===== config.mk =====
export PLATFORM = sky130hd
export DESIGN_NAME = snake_body_tracker
export DESIGN_NICKNAME = d
export VERILOG_FILES = /design/src/rtl/snake_body_tracker.sv
export SDC_FILE = /design/constraint.sdc
export NUM_CORES = 1
export LEC_CHECK = 0
export BUFFER_PORTS_ARGS = -buffer_cell sky130_fd_sc_hd__buf_2
export CELL_PAD_IN_SITES_DETAIL_PLACEMENT = 1
export CELL_PAD_IN_SITES_GLOBAL_PLACEMENT = 2
export CORE_UTILIZATION = 38
export CTS_CLUSTER_DIAMETER = 150
export CTS_CLUSTER_SIZE = 8
export DETAILED_ROUTE_END_ITERATION = 10
export PLACE_DENSITY = 0.8
export SLEW_MARGIN = 30
export SYNTH_ARGS = -nofsm -noshare
export SYNTH_HDL_FRONTEND = slang
export SYNTH_HIERARCHICAL = 1
export SYNTH_SLANG_ARGS = --single-unit

===== constraint.sdc =====
create_clock -name clk -period 4.9 [get_ports clk]
set_input_delay 0.98 -clock clk [delete_from_list [all_inputs] [get_ports clk]]
set_output_delay 0.98 -clock clk [all_outputs]
set_load 0.03 [all_outputs]

===== src/rtl/snake_body_tracker.sv =====
// Snake segment list (head = seg[0]) with stepping, growth, collision and cell query.
// Build macro SNAKE_WRAP_EN: the head wraps across the border instead of colliding with it.
module snake_seg_match (
    input  logic       i_active,
    input  logic [3:0] i_sx,
    input  logic [3:0] i_sy,
    input  logic [3:0] i_qx,
    input  logic [3:0] i_qy,
    output logic       o_hit
);
    assign o_hit = i_active && (i_sx == i_qx) && (i_sy == i_qy);
endmodule

module snake_body_tracker #(
    parameter int MAX_LEN  = 16,
    parameter int INIT_LEN = 3,
    parameter int START_X  = 4,
    parameter int START_Y  = 7,
    localparam int LW      = $clog2(MAX_LEN + 1)
) (
    input  logic          clk,
    input  logic          nrst,
    input  logic          step,
    input  logic          dir_valid,
    input  logic [1:0]    dir,
    input  logic          grow,
    input  logic [3:0]    x,
    input  logic [3:0]    y,
    output logic          snakeHead,
    output logic          snakeBody,
    output logic [3:0]    head_x,
    output logic [3:0]    head_y,
    output logic [LW-1:0] length,
    output logic          collide
);
    localparam logic [1:0] DIR_R = 2'b00;
    localparam logic [1:0] DIR_L = 2'b01;
    localparam logic [1:0] DIR_U = 2'b10;

    logic [MAX_LEN-1:0][3:0] r_seg_x, r_seg_y;
    logic [LW-1:0]           r_len;
    logic [1:0]              r_dir, r_last_dir;
    logic                    r_grow_pend, r_collide;

    logic       w_dir_ok, w_growing, w_wall, w_self;
    logic [1:0] w_dir_eff;
    logic [3:0] w_nx, w_ny;
    logic [MAX_LEN-1:0] w_hit;

    // Reversal is judged against the direction actually moved last, not the pending one.
    assign w_dir_ok  = dir_valid && (dir != {r_last_dir[1], ~r_last_dir[0]});
    assign w_dir_eff = w_dir_ok ? dir : r_dir;
    assign w_growing = grow | r_grow_pend;

    always_comb begin
        w_nx = r_seg_x[0];
        w_ny = r_seg_y[0];
        case (w_dir_eff)
            DIR_R:   w_nx = r_seg_x[0] + 4'd1;
            DIR_L:   w_nx = r_seg_x[0] - 4'd1;
            DIR_U:   w_ny = r_seg_y[0] - 4'd1;
            default: w_ny = r_seg_y[0] + 4'd1;
        endcase
`ifdef SNAKE_WRAP_EN
        w_wall = 1'b0;
        if (w_nx == 4'd0) w_nx = 4'd14;
        else if (w_nx == 4'd15) w_nx = 4'd1;
        if (w_ny == 4'd0) w_ny = 4'd14;
        else if (w_ny == 4'd15) w_ny = 4'd1;
`else
        w_wall = (w_nx == 4'd0) || (w_nx == 4'd15) || (w_ny == 4'd0) || (w_ny == 4'd15);
`endif
    end

    // The tail cell is free to enter unless it stays put because the snake grows.
    always_comb begin
        w_self = 1'b0;
        for (int i = 1; i < MAX_LEN; i++) begin
            if ((LW'(i) < r_len) && (w_growing || (LW'(i) != r_len - LW'(1))) &&
                (w_nx == r_seg_x[i]) && (w_ny == r_seg_y[i]))
                w_self = 1'b1;
        end
    end

    always_ff @(posedge clk or negedge nrst) begin
        if (!nrst) begin
            for (int i = 0; i < MAX_LEN; i++) begin
                r_seg_x[i] <= (i < INIT_LEN) ? 4'(START_X - i) : 4'd0;
                r_seg_y[i] <= (i < INIT_LEN) ? 4'(START_Y) : 4'd0;
            end
            r_len       <= LW'(INIT_LEN);
            r_dir       <= DIR_R;
            r_last_dir  <= DIR_R;
            r_grow_pend <= 1'b0;
            r_collide   <= 1'b0;
        end else begin
            if (w_dir_ok) r_dir <= dir;
            if (grow) r_grow_pend <= 1'b1;
            if (step && !r_collide) begin
                if (w_wall || w_self) begin
                    r_collide <= 1'b1;
                end else begin
                    r_seg_x     <= {r_seg_x[MAX_LEN-2:0], w_nx};
                    r_seg_y     <= {r_seg_y[MAX_LEN-2:0], w_ny};
                    r_last_dir  <= w_dir_eff;
                    r_grow_pend <= 1'b0;
                    if (w_growing && (r_len < LW'(MAX_LEN))) r_len <= r_len + LW'(1);
                end
            end
        end
    end

    for (genvar g = 0; g < MAX_LEN; g++) begin : g_match
        snake_seg_match u_match (
            .i_active ((g == 0) ? 1'b1 : (LW'(g) < r_len)),
            .i_sx     (r_seg_x[g]),
            .i_sy     (r_seg_y[g]),
            .i_qx     (x),
            .i_qy     (y),
            .o_hit    (w_hit[g])
        );
    end

    assign snakeHead = w_hit[0];
    assign snakeBody = |w_hit[MAX_LEN-1:1];
    assign head_x    = r_seg_x[0];
    assign head_y    = r_seg_y[0];
    assign length    = r_len;
    assign collide   = r_collide;
endmodule


# Word-level counts from Yosys, hierarchy flattened
# Index checks and enable logic that the tools add are counted.
dict set report word_totals {
  reg_bits 139
  latch_bits 0
  ramBits 0
  mem_bits_ro 0
  in_bits 15
  out_inout_bits 16
  wordCells 272
  n_memories 0
}
dict set report op_classes {
  n_addsub 6
  multipliers 0
  div_mod_pow 0
  order_cmp 16
  eq_ne 82
  shifts 0
  mux 21
  n_bitwise 3
  n_reduce_logical 107
}
# operator n
set op_table {}
lappend op_table {{$eq A4 B4 Y1} 62}
lappend op_table {{$logic_and A1 B1 Y1} 79}
lappend op_table {{$lt A4 B5 Y1 const A} 8}
lappend op_table {{$ne A4 B5 Y1 const A} 8}
lappend op_table {{$lt A3 B5 Y1 const A} 4}
lappend op_table {{$ne A3 B5 Y1 const A} 4}
lappend op_table {{$logic_or A1 B1 Y1} 19}
lappend op_table {{$mux W1} 18}
lappend op_table {{$pmux W4 S2} 2}
lappend op_table {{$reduce_or A15 Y1} 1}
lappend op_table {{$lt A2 B5 Y1 const A} 2}
lappend op_table {{$ne A2 B5 Y1 const A} 2}
lappend op_table {{$add A4 B1 Y4 const B} 2}
lappend op_table {{$eq A4 B4 Y1 const B} 2}
lappend op_table {{$logic_not A4 Y1} 2}
lappend op_table {{$sub A4 B1 Y4 const B} 2}
lappend op_table {{$add A5 B1 Y5 const B} 1}
lappend op_table {{$lt A1 B5 Y1 const A} 1}
lappend op_table {{$lt A5 B5 Y1 const B} 1}
lappend op_table {{$ne A1 B5 Y1 const A} 1}
lappend op_table {{$sub A5 B1 Y5 const B} 1}
lappend op_table {{$reduce_and A2 Y1} 2}
lappend op_table {{$reduce_and A3 Y1} 1}
lappend op_table {{$eq A2 B1 Y1 const B} 1}
lappend op_table {{other kinds (8)} 9}

# Depth between registers and ports, before layout
# Gate-level depths: netlist of run 1.
dict set report logic_depth {
  word_depth 27
  ltp_mapped 25
  mapped_depth_nobuf 18
}

# Cells and area by module
# Netlist of run 1, hierarchy kept.
# module instances cells_per_inst area_each_um2 seq_area_each_um2
set by_module_without_submodules {}
lappend by_module_without_submodules {snake_body_tracker 1 836 8884.8 3497.1}
lappend by_module_without_submodules {snake_seg_match 16 12 95.1 0.0}

# Least setup slack after synthesis of run 1
# OpenSTA, ideal clock, no wires.
dict set report synth_timing {
  kind {in2reg}
  from {in dir_valid}
  to {reg r_seg_x[12] (netlist bit)}
  setup_ps 125
  t_arrival_ps 5737
  required_ps 4775
  path_slack_ps -962
  cell_stages 24
  path_buffers 7
  cell_sequence {clkbuf_1 -> nand2_1 -> a2bb2oi_1 -> and2_1 -> inv_1 -> buf_2 -> clkbuf_1 -> clkbuf_1 -> nor2_1 -> xnor2_1 -> ha_1 -> and3b_1 -> mux2i_1 -> o211a_1 -> o221ai_2 -> buf_2 -> xor2_1 -> or4_1 -> nor3_1 -> nor4_4 -> nand3_2 -> buf_6 -> buf_6 -> mux2_4}
}
dict set report synth_via {
  elab_chain_len 25
  word_cells_on_any_way 93
  cone_classes {34 x eq/ne; 18 x mux; 1 x bitwise; 40 x reduce/logical}
}
# item line
set synth_rtl {}
lappend synth_rtl {{start, declared} 24} ;# input logic dir_valid,
lappend synth_rtl {{$logic_and A1 B1 Y1 (*)} 51} ;# assign w_dir_ok = dir_valid && (dir != {r_last_dir[1], ~r_last_dir[0]});
lappend synth_rtl {{$mux W2 (*)} n/a}
lappend synth_rtl {{via w_dir_eff[1]} 46} ;# logic [1:0] w_dir_eff;
lappend synth_rtl {{$eq A2 B1 Y1 or $logic_not A2 Y1 (tied branches)} 58} ;# case (w_dir_eff)
lappend synth_rtl {{$reduce_or A2 Y1 (no source line) or $pmux W4 S2 (tied branches)} n/a}
lappend synth_rtl {{$pmux W4 S2 or $eq A4 B4 Y1 (tied branches)} {58, 80}}
lappend synth_rtl {{$eq A4 B4 Y1 or $logic_and A1 B1 Y1 (tied branches)} {80, 79}}
lappend synth_rtl {{$logic_and A1 B1 Y1} 80} ;# (w_nx == r_seg_x[i]) && (w_ny == r_seg_y[i]))
lappend synth_rtl {{$mux W1 (15 in a row)} 79} ;# if ((LW'(i) < r_len) && (w_growing || (LW'(i) != r_len - LW'(1))) &&
lappend synth_rtl {{$logic_or A1 B1 Y1 (*)} 100} ;# if (w_wall || w_self) begin
lappend synth_rtl {{$not A1 Y1 (no source line) (*)} n/a}
lappend synth_rtl {{$reduce_and A2 Y1 (no source line) (*)} n/a}
lappend synth_rtl {{end signal, assigned by index} 88} ;# r_seg_x[i] <= (i < INIT_LEN) ? 4'(START_X - i) : 4'd0;
lappend synth_rtl {{end signal, assigned} 103} ;# r_seg_x <= {r_seg_x[MAX_LEN-2:0], w_nx};
lappend synth_rtl {{end, declared} 40} ;# logic [MAX_LEN-1:0][3:0] r_seg_x, r_seg_y;
# The timed path passes the listed nets; every way through them passes the cells marked *.
# A chain may end at the register's enable or synchronous reset.

# Final worst setup path of run 1
dict set report layout_timing {
  from {in dir[1]}
  to {reg r_seg_x[28] (netlist bit)}
}
dict set report layout_via {
  elab_chain_len 26
  word_cells_on_any_way 94
  cone_classes {35 x eq/ne; 18 x mux; 1 x bitwise; 40 x reduce/logical}
}
# item line
set layout_rtl {}
lappend layout_rtl {{start, declared} 25} ;# input logic [1:0] dir,
lappend layout_rtl {{$ne A2 B2 Y1} 51}
lappend layout_rtl {{$logic_and A1 B1 Y1} 51}
lappend layout_rtl {{$mux W2 (*)} n/a}
lappend layout_rtl {{$eq A2 B1 Y1 or $logic_not A2 Y1 (tied branches)} 58}
lappend layout_rtl {{$reduce_or A2 Y1 (no source line) or $pmux W4 S2 (tied branches)} n/a}
lappend layout_rtl {{$pmux W4 S2 or $eq A4 B4 Y1 (tied branches)} {58, 80}}
lappend layout_rtl {{$eq A4 B4 Y1 or $logic_and A1 B1 Y1 (tied branches)} {80, 79}}
lappend layout_rtl {{$logic_and A1 B1 Y1} 80}
lappend layout_rtl {{$mux W1 (15 in a row)} 79}
lappend layout_rtl {{$logic_or A1 B1 Y1 (*)} 100}
lappend layout_rtl {{$not A1 Y1 (no source line) (*)} n/a}
lappend layout_rtl {{$reduce_and A2 Y1 (no source line) (*)} n/a}
# Every way passes the cells marked *; elsewhere a longest branch is shown, timed or not.

==> impl_metrics.py, run 1 <==
metrics = {
    "clocking": {
        "numClockSinks": 139,
        "tritoncts.num_buffers": 17,
        "root_buffer": "clkbuf_16",
        "clock_latency_ns": 0.44,
        "tritoncts": "done",
        "ctsHtreeMaxLevel": 4,
        "clock_tree.buffer_depth": 2,
        "clk_pin_slew_ns": 0.06,
        "ctsHoldBuffers": 0,
    },
    "timing": {
        "final_period_minus_worst_setup_slack_ns": 4.91,
        "clock.fmax_mhz": 204,
        "timing_max_transition_violations_final": 0,
        "slew_headroom_pct": 34.1,
        "finalCritPeriodShare_pct": 100,
        "tns_ns": -0.0135,
        "finalWorstSetupSlack_ns": -0.0102,
        "finalHoldWorstSlack_ns": 0.505,
        "endpoints_failing_setup": 2,
        "timing_worst_slew_pin_value_ns": 0.988,
        "rsz_0062_raised_after_global_routing": "yes",
        "clock_skew_ns": 0.0136,
        "timing_hold_violations_final": 0,
    },
    "global_route": {
        "global_route.usage.total_pct": 28.5,
        "grt_antenna_before_repair": 0,
        "vias_in_the_first_global_route": 9010,
        "grt.overflow.total": 0,
        "grt_pass1_wl_um": 58800,
        "grt_start_max_net_pins": 77,
    },
    "floorplanning": {
        "rows": 60,
        "core_area_um2": 26900,
        "die_height_um": 167,
        "boundaryPins": 31,
        "floorplan.initialDensity_pct": 38.7,
        "die_area_um2": 28100,
        "width_of_the_die_um": 167,
    },
    "place": {
        "io_buffers": 30,
        "place_area_um2": 11600,
        "pre_cts_ws_ns": -0.691,
        "globalplace.congestion": 0.921,
        "dp_hpwl_um": 28400,
        "dpl.cell_count": 1427,
    },
    "worst_setup_path": {
        "regToRegEndpoint": "r_seg_x[28]$_DFFE_PN0P_",
        "setup.reg_to_reg.worst_slack_ns": 0.09,
        "critical_path_required_ns": 5.21,
        "critPathLaunch": "dir[1]",
        "worst_path_max_fanout": 8,
        "cp.arrival_ns": 5.22,
        "timing.critical_path.to_type": "register",
        "critPathCapture": "r_seg_x[28]$_DFFE_PN0P_",
        "critPathKind": "in2reg",
        "timing.reg2reg.worst_path_depth": 17,
        "worstReg2RegStart": "r_last_dir[1]$_DFFE_PN0P_",
        "worst_setup_path_start_kind": "input port",
    },
    "finish": {
        "fill_cells": 2915,
        "layout_cells_sized_above_1_pct": 32.5,
        "most_common_library_cell_in_the_layout_ignoring_fill_and_taps": "xnor2_1",
        "regArea_um2": 3500,
        "finish.net_count": 1149,
        "multi_input_gate_area_um2": 6890,
        "antenna_cells": 0,
        "final_cells": 1479,
        "most-common-layout-cells": "210 x xnor2_1, 124 x dfrtp_1, 87 x buf_4",
        "syn2layout_area_growth_pct": 23.5,
        "layout.cell_area.non_filler_um2": 12900,
    },
    "power_and_ir_drop": {
        "vdd_drop_max_mv": 0.296,
        "power.leakage_nw": 5.46,
        "cellPowerDensity_nw_per_um2": 550,
    },
    "logic_synthesis": {
        "synth_top_cell_by_area": "dfrtp_1",
        "post_synth_num_cell_types": 80,
        "postSynthNetCount": 1052,
        "yosysTopAreaCellShare_pct": 29.8,
        "ys_async_sr_fraction_pct": 100,
        "synth.cell_area_um2": 10400,
        "synth.ff_latch_count": 139,
        "ys_seq_area_share_pct": 33.6,
        "synthesis.yosys.warnings": 6,
        "synth_enable_flop_cells": 0,
        "synth.avg_cell_area_um2": 10.1,
        "most_used_dff_post_synth": "dfrtp_1",
        "synthesis.instances": 1028,
        "yosys-top-cells-area": "dfrtp_1 30%, xnor2_1 18%, mux2_2 8.0%",
    },
    "detailed_routing": {
        "detailroute.via_count": 8890,
        "drc": 0,
        "routed_via_density": 6.01,
        "drtIter0Drc": 782,
        "avgRoutedWirePerCell_um": 27.1,
        "detail-route-antenna-nets": 0,
        "detail_route.first_pass.iterations": 7,
        "drt-total-wl_um": 40000,
    },
    "outcome": {
        "failed_checks": "setup timing",
        "outcome": "complete, but fails checks",
    },
    "worst_hold_path": {
        "hold_path.class": "reg2reg",
    },
    "run": {
        "timing.max_cap.violations": 0,
    },
}
-- sequential cells by signal, indices dropped and copies added (netlist names) --
| name | cells |
|---|---|
| r_dir | 2 |
| head_y | 4 |
| r_seg_x | 60 |
| r_last_dir | 2 |
| collide | 1 |
| r_seg_y | 60 |
| r_grow_pend | 1 |
| head_x | 4 |
| length | 5 |
-- power by group --
group / internal (mW) / switching, mW
combinational: 1.83 / 2.41
sequential: 1.27 / 0.193
clock: 0.780 / 0.589
total: 3.89 / 3.19
-- what timing repair did --
item,CTS,global route
resized for setup,15,72
cloned,3,7
pin swaps,11,20
endpoints found under the setup margin,123,132
buffers inserted,7,5
-- cell type report --
class | instances | share of cell area (%)
Clock buffer | 19 | 3.45
Clock inverter | 13 | 1.23
Inverter | 14 | 0.428
Multi-Input combinational cell | 807 | 53.6
Sequential cell | 139 | 27.2
Tap cell | 341 | 3.32
Timing Repair Buffer | 146 | 10.8
-- cells in the mapped netlist (3+ instances only) --
master	number
a211oi_1	6
mux2_4	10
o31ai_1	6
a21o_1	4
a21oi_1	17
o2111ai_1	5
mux2_2	74
a221oi_1	3
a2111oi_0	5
or4_1	6
and3_1	4
dfstp_2	15
o21ai_0	19
mux2_1	40
nor4_1	17
a31oi_1	10
o22ai_1	4
a41oi_1	4
nor2b_1	7
nor3_1	19
clkbuf_1	24
nand4_1	43
and4_1	3
buf_4	10
xnor2_1	214
mux2i_1	8
inv_1	14
buf_2	18
nor2_1	28
nand3_1	34
ha_1	9
nand2_1	61
nor3_2	16
nand2b_1	5
xor2_1	56
nor3b_1	7
a21boi_0	3
buf_1	9
dfrtp_1	124
or3_1	10
buf_6	6
-- kinds of logic after synthesis --
logic type | count (synthesis) | share of synthesized area, %
muxes | 132 | 14.5
xor gates and xnor gates | 274 | 23.5
adders and majority gates | 9 | 1.08
DFF | 139 | 33.6
buffers and inverters | 82 | 3.98
other | 1 | 0.0360
AOI/OAI and AO/OA | 116 | 8.26
and+or+nand+nor | 275 | 15.0
-- critical path, stage by stage --
cell,delay [ns]
buf_6,0.11
xnor2_4,0.19
mux2_2,0.37
or2_2,0.31
nand2_1,0.08
nand2_1,0.09
ha_4,0.17
or3_4,0.40
and3_4,0.19
xnor2_4,0.30
xnor2_2,0.18
nor4_4,0.08
or4_4,0.50
nor4_4,0.31
nand3_4,0.26
buf_12,0.23
buf_16,0.15
mux2_4,0.30
-- metal layers --
| layer | vias to the layer above | GRT usage, % | wire length, µm |
|---|---|---|---|
| met5 | - | 0 | 0 |
| met4 | 0 | 12.6 | 1840 |
| met3 | 85 | 4.28 | 2470 |
| met2 | 352 | 44.5 | 18300 |
| met1 | 4593 | 38.9 | 17400 |
| li1 | 3860 | - | - |
-- worst min-delay path by stage --
stage	from	slack, ns	cells after the start	to
floorplan	head_y[1]$_DFFE_PN1P_	0.51	2	head_y[1]$_DFFE_PN1P_
global placement	collide$_DFFE_PN0P_	0.48	1	collide$_DFFE_PN0P_
detailed placement	collide$_DFFE_PN0P_	0.49	1	collide$_DFFE_PN0P_
CTS	collide$_DFFE_PN0P_	0.51	1	collide$_DFFE_PN0P_
global route	collide$_DFFE_PN0P_	0.52	1	collide$_DFFE_PN0P_
finish	collide$_DFFE_PN0P_	0.50	1	collide$_DFFE_PN0P_
-- per-stage QoR --
| stage | utilization, % | power (mW) |
|---|---|---|
| after global placement | 43.0 | 5.26 |
| after CTS | 46.0 | 6.80 |
| after detailed placement | 43.0 | 5.31 |
| after global routing | 47.8 | 7.35 |
| after floorplan | - | 3.79 |
| final | 47.8 | 7.07 |
Note: power is estimated with default switching activity, not from simulation.
==> run 2, diff against run 1 <==
--- a/config.mk
+++ b/config.mk
@@ -5,15 +5,15 @@
 export SDC_FILE = /design/constraint.sdc
 export NUM_CORES = 1
 export LEC_CHECK = 0
+export ABC_AREA = 1
 export BUFFER_PORTS_ARGS = -buffer_cell sky130_fd_sc_hd__buf_2
 export CELL_PAD_IN_SITES_DETAIL_PLACEMENT = 1
 export CELL_PAD_IN_SITES_GLOBAL_PLACEMENT = 2
-export CORE_UTILIZATION = 38
+export CORE_UTILIZATION = 32
 export CTS_CLUSTER_DIAMETER = 150
 export CTS_CLUSTER_SIZE = 8
 export DETAILED_ROUTE_END_ITERATION = 10
-export PLACE_DENSITY = 0.8
-export SLEW_MARGIN = 30
+export PLACE_DENSITY = 0.81
 export SYNTH_ARGS = -nofsm -noshare
 export SYNTH_HDL_FRONTEND = slang
 export SYNTH_HIERARCHICAL = 1
==> run 2 against run 1 <==
Net effect:
- die area grew 32%
- total power down 47%
- routed wire length up 9.7%
- synthesized area grew 12%
- combinational power decreased by 73%
- synthesized cell count is 81% higher
- the run now ends clean
- non-clock buffer count decreased by 78
- sequential power decreased by 20%
- via count grew 30%
- core utilization is 12 points lower
- sequential cell count is the same
- maximum frequency grew 11%
==> impl_metrics.py, run 2 <==
metrics = {
    "outcome": {
        "outcome": "finished, final reports clean",
    },
    "detailed_routing": {
        "drtIter0Drc": 788,
        "detail-route-antenna-nets": 0,
        "drt-total-wl_um": 43900,
        "detailroute.via_count": 11500,
        "avgRoutedWirePerCell_um": 18.6,
        "detail_route.first_pass.iterations": 5,
        "routed_via_density": 4.88,
        "drc": 0,
    },
    "logic_synthesis": {
        "synthesized_area_fraction_occupied_by_adder_cells_pct": 0.970,
        "ys_seq_area_share_pct": 30.1,
        "ys_async_sr_fraction_pct": 100,
        "largest_family_of_logic_cells_by_synthesized_area": "simple AND/OR/NAND/NOR gates",
        "muxShareOfSynthArea_pct": 0,
        "synth.cell_area_um2": 11600,
        "synth-compound-area-share_pct": 11.0,
        "synth.top_cells.by_count": "697 x nand2_1, 321 x inv_1, 165 x nor2_1",
        "yosys-top-cells-area": "dfrtp_1 27%, nand2_1 23%, inv_1 10%",
        "synthMostInstantiatedCell": "nand2_1",
        "synth_top_cell_by_area": "dfrtp_1",
        "synth.ff_latch_count": 139,
        "synthesis.yosys.warnings": 6,
        "synth_xor_area_share_pct": 4.23,
        "synth.avg_cell_area_um2": 6.23,
        "postSynthNetCount": 1886,
        "most_used_dff_post_synth": "dfrtp_1",
        "post_synth_and_or_nand_nor_area_fraction_pct": 38.5,
        "yosysTopAreaCellShare_pct": 26.7,
        "synth_enable_flop_cells": 0,
        "post_synth_num_cell_types": 40,
        "synthesis.instances": 1862,
    },
    "worst_setup_path": {
        "setup.reg_to_reg.worst_slack_ns": 0.74,
        "critPathKind": "in2reg",
        "worst_setup_path_start_kind": "input port",
        "timing.reg2reg.worst_path_depth": 29,
        "timing.critical_path.to_type": "register",
        "critical_path_required_ns": 5.28,
        "cp.arrival_ns": 4.80,
        "critPathMaxStageDelay_ns": 0.30,
        "cpMaxStageDelayCell": "ha_1",
        "critPathMostFrequentCell": "nand2_1",
        "worst_path_max_fanout": 36,
    },
    "timing": {
        "finalWorstSetupSlack_ns": 0.481,
        "clock.fmax_mhz": 226,
        "clock_skew_ns": 0.0122,
        "timing_max_transition_violations_final": 0,
        "finalCritPeriodShare_pct": 90.2,
        "tns_ns": 0,
        "rsz_0062_raised_after_global_routing": "no",
        "timing_hold_violations_final": 0,
        "endpoints_failing_setup": 0,
        "finalHoldWorstSlack_ns": 0.505,
        "final_period_minus_worst_setup_slack_ns": 4.42,
        "slew_headroom_pct": 42.0,
        "timing_worst_slew_pin_value_ns": 0.861,
    },
    "finish": {
        "finish.net_count": 1915,
        "most-common-layout-cells": "697 x nand2_1, 321 x inv_1, 165 x nor2_1",
        "final_cells": 2365,
        "layout_cells_sized_above_1_pct": 13.3,
        "syn2layout_area_growth_pct": 10.9,
        "antenna_cells": 0,
        "most_common_library_cell_in_the_layout_ignoring_fill_and_taps": "nand2_1",
        "finalCoreUtilization_pct": 36.1,
        "layout.cell_area.non_filler_um2": 12900,
        "fill_cells": 4692,
    },
    "global_route": {
        "vias_in_the_first_global_route": 11400,
        "grt_start_max_net_pins": 77,
        "grt_pass1_wl_um": 68600,
        "global_route.usage.total_pct": 24.8,
        "grt.overflow.total": 0,
        "grt_antenna_before_repair": 0,
    },
    "power_and_ir_drop": {
        "finalPower_mw": 3.72,
        "vdd_drop_max_mv": 0.240,
        "power.leakage_nw": 6.17,
        "cellPowerDensity_nw_per_um2": 289,
    },
    "place": {
        "io_buffers": 30,
        "dp_hpwl_um": 32900,
        "pre_cts_ws_ns": -0.0270,
        "globalplace.congestion": 0.874,
        "place_area_um2": 12300,
        "dpl.cell_count": 2333,
    },
    "floorplanning": {
        "width_of_the_die_um": 192,
        "die_area_um2": 37000,
        "floorplan.initialDensity_pct": 32.6,
        "die_height_um": 192,
        "core_area_um2": 35700,
        "boundaryPins": 31,
        "rows": 69,
    },
    "clocking": {
        "numClockSinks": 139,
        "tritoncts.num_buffers": 17,
        "clock_latency_ns": 0.45,
        "clock_tree.buffer_depth": 2,
        "clk_pin_slew_ns": 0.07,
        "ctsHtreeMaxLevel": 4,
        "root_buffer": "clkbuf_16",
        "tritoncts": "done",
        "postCtsSetupBuffers": 0,
    },
    "worst_hold_path": {
        "hold_path.class": "reg2reg",
        "holdPathStages": 2,
    },
    "run": {
        "timing.max_cap.violations": 0,
    },
}
==> run 2: routing by layer <==
metal / GRT usage [%] / routed length [µm] / vias up
li1: - / - / 5688
met1: 35.8 / 22100 / 5613
met4: 6.97 / 853 / 0
met5: 0 / 0 / -
met3: 3.40 / 1620 / 40
met2: 38.4 / 19300 / 198
==> run 2: cells by family (layout without fill, tap and decap cells) <==
family / count (synthesis) / count (layout)
fa+ha+maj: 9 / 9
compound gates: 183 / 183
flops: 139 / 139
buf+inv: 398 / 440
xor+xnor: 56 / 56
simple gates: 1076 / 1076
other cells: 1 / 1
==> run 2: path summary, 6_finish.rpt <==
kind                                                 from                       to
worst min-delay path               r_seg_y[8]$_DFFE_PN1P_   r_seg_y[8]$_DFFE_PN1P_
worst max register to register  r_last_dir[1]$_DFFE_PN0P_    r_grow_pend$_DFF_PN0_
min in group asynchronous                            nrst  r_seg_x[12]$_DFFE_PN0P_
worst min register to register     r_seg_y[8]$_DFFE_PN1P_   r_seg_y[8]$_DFFE_PN1P_
max in group asynchronous                            nrst  r_seg_x[37]$_DFFE_PN0P_
worst max-delay path                               dir[0]    r_grow_pend$_DFF_PN0_
==> run 2: cell type report <==
cell class / count / area (µm²) / area share, %
Clock buffer: 18 / 429 / 3.33
Clock inverter: 14 / 173 / 1.34
Inverter: 340 / 1280 / 9.91
Multi-Input combinational cell: 1325 / 6370 / 49.5
Sequential cell: 139 / 3500 / 27.2
Tap cell: 461 / 577 / 4.48
Timing Repair Buffer: 68 / 554 / 4.31
==> run 2: critical path, delay by kind of cell <==
family                   cells  cell delay (ns)
AND/OR/NAND/NOR             19             2.11
adder cells (fa/ha/maj)      1             0.30
AO/OA/AOI/OAI                3             0.38
buffers and inverters        7             1.00
==> run 2: report_power, final <==
part | internal [mW] | switching [mW]
registers | 1.16 | 0.0155
logic | 0.341 | 0.818
clock network | 0.802 | 0.584
total | 2.30 | 1.42
==> run 2: timing repair <==
item,CTS,global route
setup endpoints to repair,0,10
gates resized for setup,0,1
hold buffers,0,0
==> run 3, diff against run 2 <==
--- a/config.mk
+++ b/config.mk
@@ -13,6 +13,7 @@
 export CTS_CLUSTER_DIAMETER = 150
 export CTS_CLUSTER_SIZE = 8
 export DETAILED_ROUTE_END_ITERATION = 10
+export GPL_TIMING_DRIVEN = 0
 export PLACE_DENSITY = 0.81
 export SYNTH_ARGS = -nofsm -noshare
 export SYNTH_HDL_FRONTEND = slang
==> run 3 against run 2 <==
Net effect:
- highest routed layer is now met5
- clock skew down 0.0020 ns
- worst setup slack lost 0.19 ns
- clock power grew 4%
- largest power group unchanged
- critical path depth unchanged
- via count up 2.5%
- sequential power about the same
- combinational power rose by 3%
==> impl_metrics.py, run 3 (synthesis gave the netlist of run 2 again) <==
metrics = {
    "outcome": {
        "outcome": "finished, final reports clean",
    },
    "timing": {
        "clock.fmax_mhz": 217,
        "timing_max_transition_violations_final": 0,
        "clock_skew_ns": 0.0101,
        "slew_headroom_pct": 37.8,
        "rsz_0062_raised_after_global_routing": "no",
        "finalCritPeriodShare_pct": 94.1,
        "timing_worst_slew_pin_value_ns": 0.932,
        "endpoints_failing_setup": 0,
        "timing_hold_violations_final": 0,
        "final_period_minus_worst_setup_slack_ns": 4.61,
    },
    "worst_setup_path": {
        "worst_path_max_fanout": 10,
        "critical_path_required_ns": 5.28,
        "critPathMaxStageDelay_ns": 0.31,
        "worst_setup_path_start_kind": "input port",
        "cpMaxStageDelayCell": "ha_1",
        "critPathKind": "in2reg",
        "cp.arrival_ns": 4.99,
        "timing.critical_path.to_type": "register",
        "critPathMostFrequentCell": "nand2_1",
    },
    "place": {
        "dp_hpwl_um": 36000,
        "dpl.cell_count": 2354,
        "io_buffers": 30,
        "globalplace.congestion": 0.848,
    },
    "detailed_routing": {
        "drc": 0,
        "detail_route.first_pass.iterations": 5,
        "drtIter0Drc": 838,
        "avgRoutedWirePerCell_um": 20.5,
        "detailroute.via_count": 11800,
        "detail-route-antenna-nets": 0,
        "drt-total-wl_um": 49000,
        "routed_via_density": 4.96,
    },
    "global_route": {
        "grt_start_max_net_pins": 72,
        "grt_antenna_before_repair": 1,
        "global_route.usage.total_pct": 27.6,
        "grt.overflow.total": 0,
        "vias_in_the_first_global_route": 11900,
        "grt_pass1_wl_um": 74600,
    },
    "floorplanning": {
        "core_area_um2": 35700,
        "width_of_the_die_um": 192,
        "floorplan.initialDensity_pct": 32.6,
        "die_area_um2": 37000,
        "die_height_um": 192,
        "boundaryPins": 31,
        "rows": 69,
    },
    "finish": {
        "antenna_cells": 0,
        "fill_cells": 4708,
        "most-common-layout-cells": "695 x nand2_1, 321 x inv_1, 161 x nor2_1",
        "multi_input_gate_area_um2": 6410,
        "finalCoreUtilization_pct": 36.7,
        "layout_cells_sized_above_1_pct": 14.3,
        "regArea_um2": 3500,
        "syn2layout_area_growth_pct": 12.7,
        "final_cells": 2386,
        "finish.net_count": 1936,
        "most_common_library_cell_in_the_layout_ignoring_fill_and_taps": "nand2_1",
    },
    "clocking": {
        "tritoncts.num_buffers": 17,
        "clock_tree.buffer_depth": 2,
        "clk_pin_slew_ns": 0.06,
        "numClockSinks": 139,
        "tritoncts": "done",
        "clock_latency_ns": 0.45,
        "ctsHtreeMaxLevel": 4,
        "root_buffer": "clkbuf_16",
    },
    "run": {
        "timing.max_cap.violations": 0,
    },
    "power_and_ir_drop": {
        "finalPower_mw": 3.82,
        "cellPowerDensity_nw_per_um2": 292,
        "vdd_drop_max_mv": 0.249,
        "power.leakage_nw": 6.28,
    },
    "worst_hold_path": {
        "hold_path.class": "reg2reg",
    },
}
-- run 3: timing repair --
action | CTS | global route
endpoints found under the setup margin | 133 | 133
hold buffers | 0 | 0
resized for setup | 7 | 23
setup buffers | 0 | 0
-- run 3: layout make-up --
type,count,area share (%)
tap,461,4.41
timing repair buffer,31,1.43
inverter,340,9.76
clock inverter,8,1.07
multi-input combinational,1325,49.0
buffer,58,3.91
clock buffer,24,3.68
sequential,139,26.7
-- run 3: where the power goes --
group          internal, mW  leakage, nW  switching [mW]
logic                 0.331         4.11           0.864
clock network         0.890        0.308           0.555
registers              1.16         1.87          0.0167
total                  2.38         6.28            1.44
-- run 3: metrics by stage --
| stage | setup TNS (ns) | instance area (µm²) | hold WS (ns) | setup slack (ns) |
|---|---|---|---|---|
| finish | 0 | 13100 | 0.500 | 0.287 |
| floorplan | 0 | 11600 | 0.464 | 1.10 |
| detailed placement | -92.61 | 12400 | 0.487 | -0.858 |
| global placement | -81.83 | 12300 | 0.484 | -0.803 |
| global route | 0 | 13100 | 0.518 | 0.00980 |
| CTS | 0 | 13000 | 0.503 | 0.0295 |
-- run 3: metal layers --
metal / global-route usage (%) / part of all wire, % / up-vias
li1: - / - / 5737
met1: 38.2 / 48 / 5781
met2: 44.9 / 46 / 237
met3: 2.64 / 3.5 / 69
met4: 9.21 / 2.7 / 2
met5: 0 / 0.027 / -
-- run 3: worst paths after layout --
kind                                           start                      end  slack, ns  depth (start not counted)
max                                           dir[1]    head_x[2]$_DFFE_PN1P_       0.29                         30
min                           r_seg_y[9]$_DFFE_PN1P_   r_seg_y[9]$_DFFE_PN1P_       0.50                          2
max reg2reg                r_last_dir[1]$_DFFE_PN0P_    head_x[2]$_DFFE_PN1P_       0.47                         30
min reg2reg                   r_seg_y[9]$_DFFE_PN1P_   r_seg_y[9]$_DFFE_PN1P_       0.50                          2
max in group asynchronous                       nrst    head_x[2]$_DFFE_PN1P_       3.57                          2
min in group asynchronous                       nrst  r_seg_x[13]$_DFFE_PN0P_       0.51                          1
-- run 3: critical path, delay by kind of cell --
family,cells,cell delay [ns]
simple gates,21,2.50
buf+inv,6,0.95
fa+ha+maj,1,0.31
xor+xnor,1,0.17
compound gates,1,0.09
